### config.mk
export PLATFORM = sky130hd
export DESIGN_NAME = led_fade_pwm_flat
export DESIGN_NICKNAME = d
export VERILOG_FILES = /design/src/rtl/led_fade_pwm_pkg.sv /design/src/rtl/led_fade_pwm_if.sv /design/src/rtl/led_fade_pwm_channel.sv /design/src/rtl/led_fade_pwm.sv /design/src/flat_wrapper.sv
export SDC_FILE = /design/constraint.sdc
export NUM_CORES = 1
export LEC_CHECK = 0
export ABC_CLOCK_PERIOD_IN_PS = 3600
export BUFFER_PORTS_ARGS = -buffer_cell sky130_fd_sc_hd__buf_2
export CELL_PAD_IN_SITES_DETAIL_PLACEMENT = 0
export CELL_PAD_IN_SITES_GLOBAL_PLACEMENT = 2
export CORE_MARGIN = 2
export CORE_UTILIZATION = 31
export DETAILED_ROUTE_END_ITERATION = 12
export GPL_TIMING_DRIVEN = 1
export PLACE_DENSITY = 0.75
export SYNTH_ARGS = -nofsm -noshare
export SYNTH_HDL_FRONTEND = slang
export SYNTH_SLANG_ARGS = --single-unit
### constraint.sdc
create_clock -name clk -period 3.6 [get_ports clk]
set_input_delay 0.36 -clock clk [delete_from_list [all_inputs] [get_ports clk]]
set_output_delay 0.36 -clock clk [all_outputs]
set_load 0.05 [all_outputs]
### src/rtl/led_fade_pwm_pkg.sv
// led_pkg: shared widths and constants for the LED fade/PWM block.
// Build option: LED_FADE_PWM_GAMMA_EN enables the squared-level gamma map.
package led_pkg;

  localparam int PWM_BITS_DEF = 8;

  typedef logic [PWM_BITS_DEF-1:0] level_t;

  localparam level_t LEVEL_MAX = '1;

endpackage

### src/rtl/led_fade_pwm_if.sv
// Pattern/brightness in, PWM LED drive and period sync out.
// master = pattern source side, slave = led_fade_pwm.
interface led_fade_pwm_if #(
  parameter int N_LEDS   = 8,
  parameter int PWM_BITS = 8
);

  logic [N_LEDS-1:0]   pattern_in;
  logic [PWM_BITS-1:0] brightness;
  logic [N_LEDS-1:0]   led_out;
  logic                pwm_sync;

  modport master (
    output pattern_in,
    output brightness,
    input  led_out,
    input  pwm_sync
  );

  modport slave (
    input  pattern_in,
    input  brightness,
    output led_out,
    output pwm_sync
  );

endinterface

### src/rtl/led_fade_pwm_channel.sv
// led_pwm_channel: one LED's fade level, duty shadow and PWM compare.
// Build option: LED_FADE_PWM_GAMMA_EN maps duty = level^2 >> PWM_BITS,
// registered one cycle ahead of the shadow load; otherwise duty = level.
module led_pwm_channel #(
  parameter int PWM_BITS = 8
) (
  input  logic                clk,
  input  logic                rst,
  input  logic                step,
  input  logic                load,
  input  logic                pat,
  input  logic [PWM_BITS-1:0] brightness,
  input  logic [PWM_BITS-1:0] cnt,
  output logic                led
);

  logic [PWM_BITS-1:0] level;
  logic [PWM_BITS-1:0] target;
  logic [PWM_BITS-1:0] duty;
  logic [PWM_BITS-1:0] duty_src;

  // Move one unit toward the target; cannot overshoot or wrap.
  function automatic logic [PWM_BITS-1:0] fade_step(
    input logic [PWM_BITS-1:0] cur,
    input logic [PWM_BITS-1:0] tgt
  );
    if (cur < tgt) return cur + 1'b1;
    if (cur > tgt) return cur - 1'b1;
    return cur;
  endfunction

  assign target = pat ? brightness : '0;

  // Fade level: advances only on prescaler steps.
  always_ff @(posedge clk) begin
    if (rst) level <= '0;
    else if (step) level <= fade_step(level, target);
  end

`ifdef LED_FADE_PWM_GAMMA_EN
  logic [2*PWM_BITS-1:0] level_sq;
  logic [PWM_BITS-1:0]   gamma_p1;

  assign level_sq = {{PWM_BITS{1'b0}}, level} * {{PWM_BITS{1'b0}}, level};

  // Gamma stage: squared level, upper half kept.
  always_ff @(posedge clk) begin
    if (rst) gamma_p1 <= '0;
    else     gamma_p1 <= PWM_BITS'(level_sq >> PWM_BITS);
  end

  assign duty_src = gamma_p1;
`else
  assign duty_src = level;
`endif

  // Duty shadow: updated only on the last count of a period.
  always_ff @(posedge clk) begin
    if (rst)       duty <= '0;
    else if (load) duty <= duty_src;
  end

  // PWM compare, registered to keep the pin glitch free.
  always_ff @(posedge clk) begin
    if (rst) led <= 1'b0;
    else     led <= (cnt < duty);
  end

endmodule

### src/rtl/led_fade_pwm.sv
// led_fade_pwm: fades each LED toward its on/off target and renders it as PWM.
// Shared PWM counter, fade prescaler, pattern register and period sync live
// here; per-LED state lives in led_pwm_channel.
// Build option: LED_FADE_PWM_GAMMA_EN (see led_pwm_channel).
module led_fade_pwm
  import led_pkg::*;
#(
  parameter int N_LEDS   = 8,
  parameter int PWM_BITS = PWM_BITS_DEF,
  parameter int FADE_DIV = 19531
) (
  input  logic           clk,
  input  logic           rst,
  led_fade_pwm_if.slave  bus
);

  localparam int                  PRE_W    = (FADE_DIV > 1) ? $clog2(FADE_DIV) : 1;
  localparam logic [PRE_W-1:0]    PRE_LAST = PRE_W'(FADE_DIV - 1);
  localparam logic [PWM_BITS-1:0] CNT_LAST = {PWM_BITS{1'b1}};

  logic [PWM_BITS-1:0] cnt;
  logic [PRE_W-1:0]    presc;
  logic [N_LEDS-1:0]   pat_q;
  logic [N_LEDS-1:0]   led_bits;
  logic                pwm_sync_q;
  logic                step;
  logic                load;

  assign step = (presc == PRE_LAST);
  assign load = (cnt == CNT_LAST);

  // Shared timing: PWM counter, fade prescaler, sync pulse, pattern register.
  always_ff @(posedge clk) begin
    if (rst) begin
      cnt        <= '0;
      presc      <= '0;
      pwm_sync_q <= 1'b0;
      pat_q      <= '0;
    end else begin
      cnt        <= cnt + 1'b1;
      presc      <= step ? '0 : presc + 1'b1;
      pwm_sync_q <= (cnt == '0);
      pat_q      <= bus.pattern_in;
    end
  end

  for (genvar i = 0; i < N_LEDS; i++) begin : g_ch
    led_pwm_channel #(
      .PWM_BITS (PWM_BITS)
    ) u_ch (
      .clk        (clk),
      .rst        (rst),
      .step       (step),
      .load       (load),
      .pat        (pat_q[i]),
      .brightness (bus.brightness),
      .cnt        (cnt),
      .led        (led_bits[i])
    );
  end

  assign bus.led_out  = led_bits;
  assign bus.pwm_sync = pwm_sync_q;

endmodule

### src/flat_wrapper.sv
// flat-port wrapper written by rule: the top's interface ports become plain ports
module led_fade_pwm_flat import led_pkg::*;
#(
  parameter int N_LEDS   = 8,
  parameter int PWM_BITS = PWM_BITS_DEF,
  parameter int FADE_DIV = 19531
)
  (clk, rst, bus_pattern_in, bus_brightness, bus_led_out, bus_pwm_sync);
  led_fade_pwm_if #(.N_LEDS(N_LEDS), .PWM_BITS(PWM_BITS)) bus_i ();
  input  logic clk;
  input  logic rst;
  input wire logic [$bits(bus_i.pattern_in)-1:0] bus_pattern_in;
  input wire logic [$bits(bus_i.brightness)-1:0] bus_brightness;
  output wire logic [$bits(bus_i.led_out)-1:0] bus_led_out;
  output wire logic [$bits(bus_i.pwm_sync)-1:0] bus_pwm_sync;
  assign bus_i.pattern_in = bus_pattern_in;
  assign bus_i.brightness = bus_brightness;
  assign bus_led_out = bus_i.led_out;
  assign bus_pwm_sync = bus_i.pwm_sync;
  led_fade_pwm #(.N_LEDS(N_LEDS), .PWM_BITS(PWM_BITS), .FADE_DIV(FADE_DIV)) u_core (.clk(clk), .rst(rst), .bus(bus_i));
endmodule
==> impl_metrics.json <==
{
  "tns_ns": 0,
  "crit_chain": "nor4b_2 > nand4_1 > a21oi_1 > nor2b_1 > mux2_2",
  "intPower_mw": 3.043,
  "multiInputGateArea_um2": 6835,
  "rsz0062_at_grt": "no",
  "cp_max_fo": 7,
  "max-slew-margin-rel_pct": 45.56,
  "netlist_area_um2": 10810,
  "startpoint_type": "register",
  "port-buffer-count": 26,
  "fmaxAchievable_mhz": 367.9,
  "wl_per_cell_um": 15.71,
  "grt_max_degree": 92,
  "core_um2": 34460,
  "clkTransAtPathRegs_ns": 0.07,
  "drive_above_1_share_pct": 8.538,
  "skew_ns": 0.01076,
  "cp.depth": 5,
  "cts.hold.buffers_added": 0,
  "r2r_start": "u_core.presc[6]$_SDFF_PP0_",
  "ys_warn_count": 0,
  "drt.antenna.violating_nets": 0,
  "yosysMostFrequentCell": "nand2_1",
  "status": "complete, no violations",
  "hp-class": "in2reg",
  "initial_utilization_pct": 31.38,
  "critPathBufInv": 0,
  "dp_hpwl_mm": 20.24,
  "vias": 9088,
  "end_kind": "register",
  "synth_cells": 1374,
  "cts_setup_buffers": 0,
  "clock_sink_count": 168,
  "final-seq-area_um2": 3363,
  "routed_via_density": 4.947,
  "min_period_ns": 2.718,
  "synth.top_cell.area_share_pct": 31.10,
  "die-area_um2": 36400,
  "crit_end": "u_core.g_ch[0].u_ch.duty_src[7]$_SDFFE_PP0P_",
  "power_frac_comb_pct": 10.7,
  "ys_seq_area_share_pct": 31.10,
  "antenna_found_initial": 0,
  "hold_viol_final": 0,
  "synth-seq-cells": 168,
  "tightest_slew_ns": 0.8155,
  "syn_area_per_cell_um2": 7.871,
  "p_seq_share_pct": 45.5,
  "clk_latency_ns": 0.45,
  "synthArstFlopShare_pct": 0,
  "gr-total-overflow": 0,
  "die_width_um": 190.8,
  "grt_pass1_wl_mm": 47.18,
  "critPathMaxStageDelay_ns": 0.68,
  "p_per_area_nw_per_um2": 349.0,
  "r2r_cells": 5,
  "gp_congestion": 0.7963,
  "clock_path_buffers": 2,
  "cp.required_ns": 3.93,
  "syn-num-nets": 1532,
  "diodes": 0,
  "clockRootBuffer": "clkbuf_16",
  "synthTopCellsByCount": "229 x nand2_1, 168 x dfxtp_1, 140 x ha_1",
  "yosysTopAreaCell": "dfxtp_1",
  "die_h_um": 190.8,
  "slew_violations": 0,
  "ys.flop_type": "dfxtp_1",
  "p_clk_share_pct": 43.7,
  "io_pins": 27,
  "final_cell_count_no_fill": 1837,
  "synth_edf_count": 0,
  "placed_cells": 1805,
  "rrSetupSlack_ns": 0.88,
  "crit_arrival_ns": 3.05,
  "path_class": "reg2reg",
  "htreeDepth": 4,
  "critPathLaunch": "u_core.presc[6]$_SDFF_PP0_",
  "p_sw_share_pct": 27.21,
  "cp_top_family": "simple AND/OR/NAND/NOR gates",
  "ys_types": 58,
  "r2r-end": "u_core.g_ch[0].u_ch.duty_src[7]$_SDFFE_PP0P_",
  "p_switching_mw": 1.138,
  "critical_path.slowest_cell": "a21oi_1",
  "setup_viol": 0,
  "drt_wl_total_mm": 28.87,
  "firstDrtPassIters": 5,
  "cts.repair.resized": 0,
  "drc_errors": 0,
  "syn_to_final_growth_pct": 10.78,
  "finalCritPeriodShare_pct": 75.51,
  "cts_buffers": 17,
  "row_count": 68,
  "drv_cap": 0,
  "p_leak_nw": 4.577,
  "final_nets": 1527,
  "drt_iter0_drc": 522,
  "synthTopCellsByArea": "dfxtp_1 31%, ha_1 16%, nand2_1 7.9%, a21oi_1 6.3%, nor2_1 4.0%",
  "cts_tree": "built",
  "grtUsageTotal_pct": 16.62,
  "grt_pass1_vias": 8578,
  "final.fill_count": 3675,
  "vdd_drop_max_v": 0.0003139
}
logic make-up after synthesis:
| family | count (synthesis) | synth area share (%) |
|---|---|---|
| AOI/OAI and AO/OA | 277 | 15.37 |
| xor gates and xnor gates | 42 | 3.402 |
| adders and majority gates | 140 | 16.20 |
| buffers and inverters | 154 | 5.762 |
| DFF | 168 | 31.10 |
| muxes | 46 | 4.397 |
| and+or+nand+nor | 547 | 23.78 |
power by group through the flow:
stage	Sequential [mW]	Clock [mW]	Combinational [mW]
after floorplan	1.94	0	0.349
final	1.90	1.83	0.449
after global placement	1.95	0	0.451
after detailed placement	1.95	0	0.453
after CTS	1.90	1.91	0.455
after global routing	1.91	1.98	0.503
sequential cells by signal, indices dropped and copies added, names as in the netlist:
| register | count |
|---|---|
| u_core.g_ch.u_ch.duty_src | 64 |
| u_core.presc | 15 |
| u_core.cnt | 8 |
| u_core.pat_q | 8 |
| u_core.g_ch.u_ch.duty | 64 |
| u_core.g_ch.u_ch.led | 8 |
| u_core.bus.pwm_sync | 1 |
worst min path at each step:
stage,startpoint,to,slack (ns),cells after the start
finish,bus_pattern_in[7],u_core.pat_q[7]$_SDFF_PP0_,0.12,2
CTS,bus_pattern_in[1],u_core.pat_q[1]$_SDFF_PP0_,0.10,2
floorplan,u_core.cnt[0]$_SDFF_PP0_,u_core.cnt[0]$_SDFF_PP0_,0.43,1
global route,bus_pattern_in[7],u_core.pat_q[7]$_SDFF_PP0_,0.11,2
global placement,u_core.cnt[0]$_SDFF_PP0_,u_core.cnt[0]$_SDFF_PP0_,0.44,1
detailed placement,u_core.g_ch[1].u_ch.duty[2]$_SDFFE_PP0N_,u_core.g_ch[1].u_ch.duty[2]$_SDFFE_PP0N_,0.45,2
final cells by class:
type	count	share of cell area, %
clock inverters	13	1.107
clock buffers	19	3.697
flip-flops and latches	168	28.07
multi-input cells	1052	57.06
well taps	455	4.752
inverters	78	2.444
repair buffers	52	2.872
placed cells by master (no fill, tap or decap), drive strengths merged, types with 33 or more instances in the layout:
cell	count
ha	140
nand2	229
nand3	33
buf	52
mux2i	34
dfxtp	168
o21ai	54
a21oi	137
inv	85
nor2	114
metal layers:
layer,track usage (%),up-vias,wire length (um)
met5,0,-,0
met4,4.562,0,402
li1,-,4740,-
met2,27.22,89,13290
met3,2.245,25,656
met1,22.77,4234,14520
through the flow:
stage / setup WS, ns / area [um^2] / util, % / power, mW / hold slack [ns]
final: 0.8816 / 11980 / 34.77 / 4.181 / 0.1243
after global routing: 0.6100 / 11980 / 34.77 / 4.388 / 0.1120
after CTS: 0.8114 / 11980 / 34.77 / 4.269 / 0.1013
after detailed placement: 0.7223 / 11400 / 33.10 / 2.401 / 0.4466
after global placement: 0.7286 / 11400 / 33.10 / 2.399 / 0.4405
after floorplan: 0.9614 / 10810 / - / 2.285 / 0.4297
Note: power is estimated with default switching activity, not from simulation.
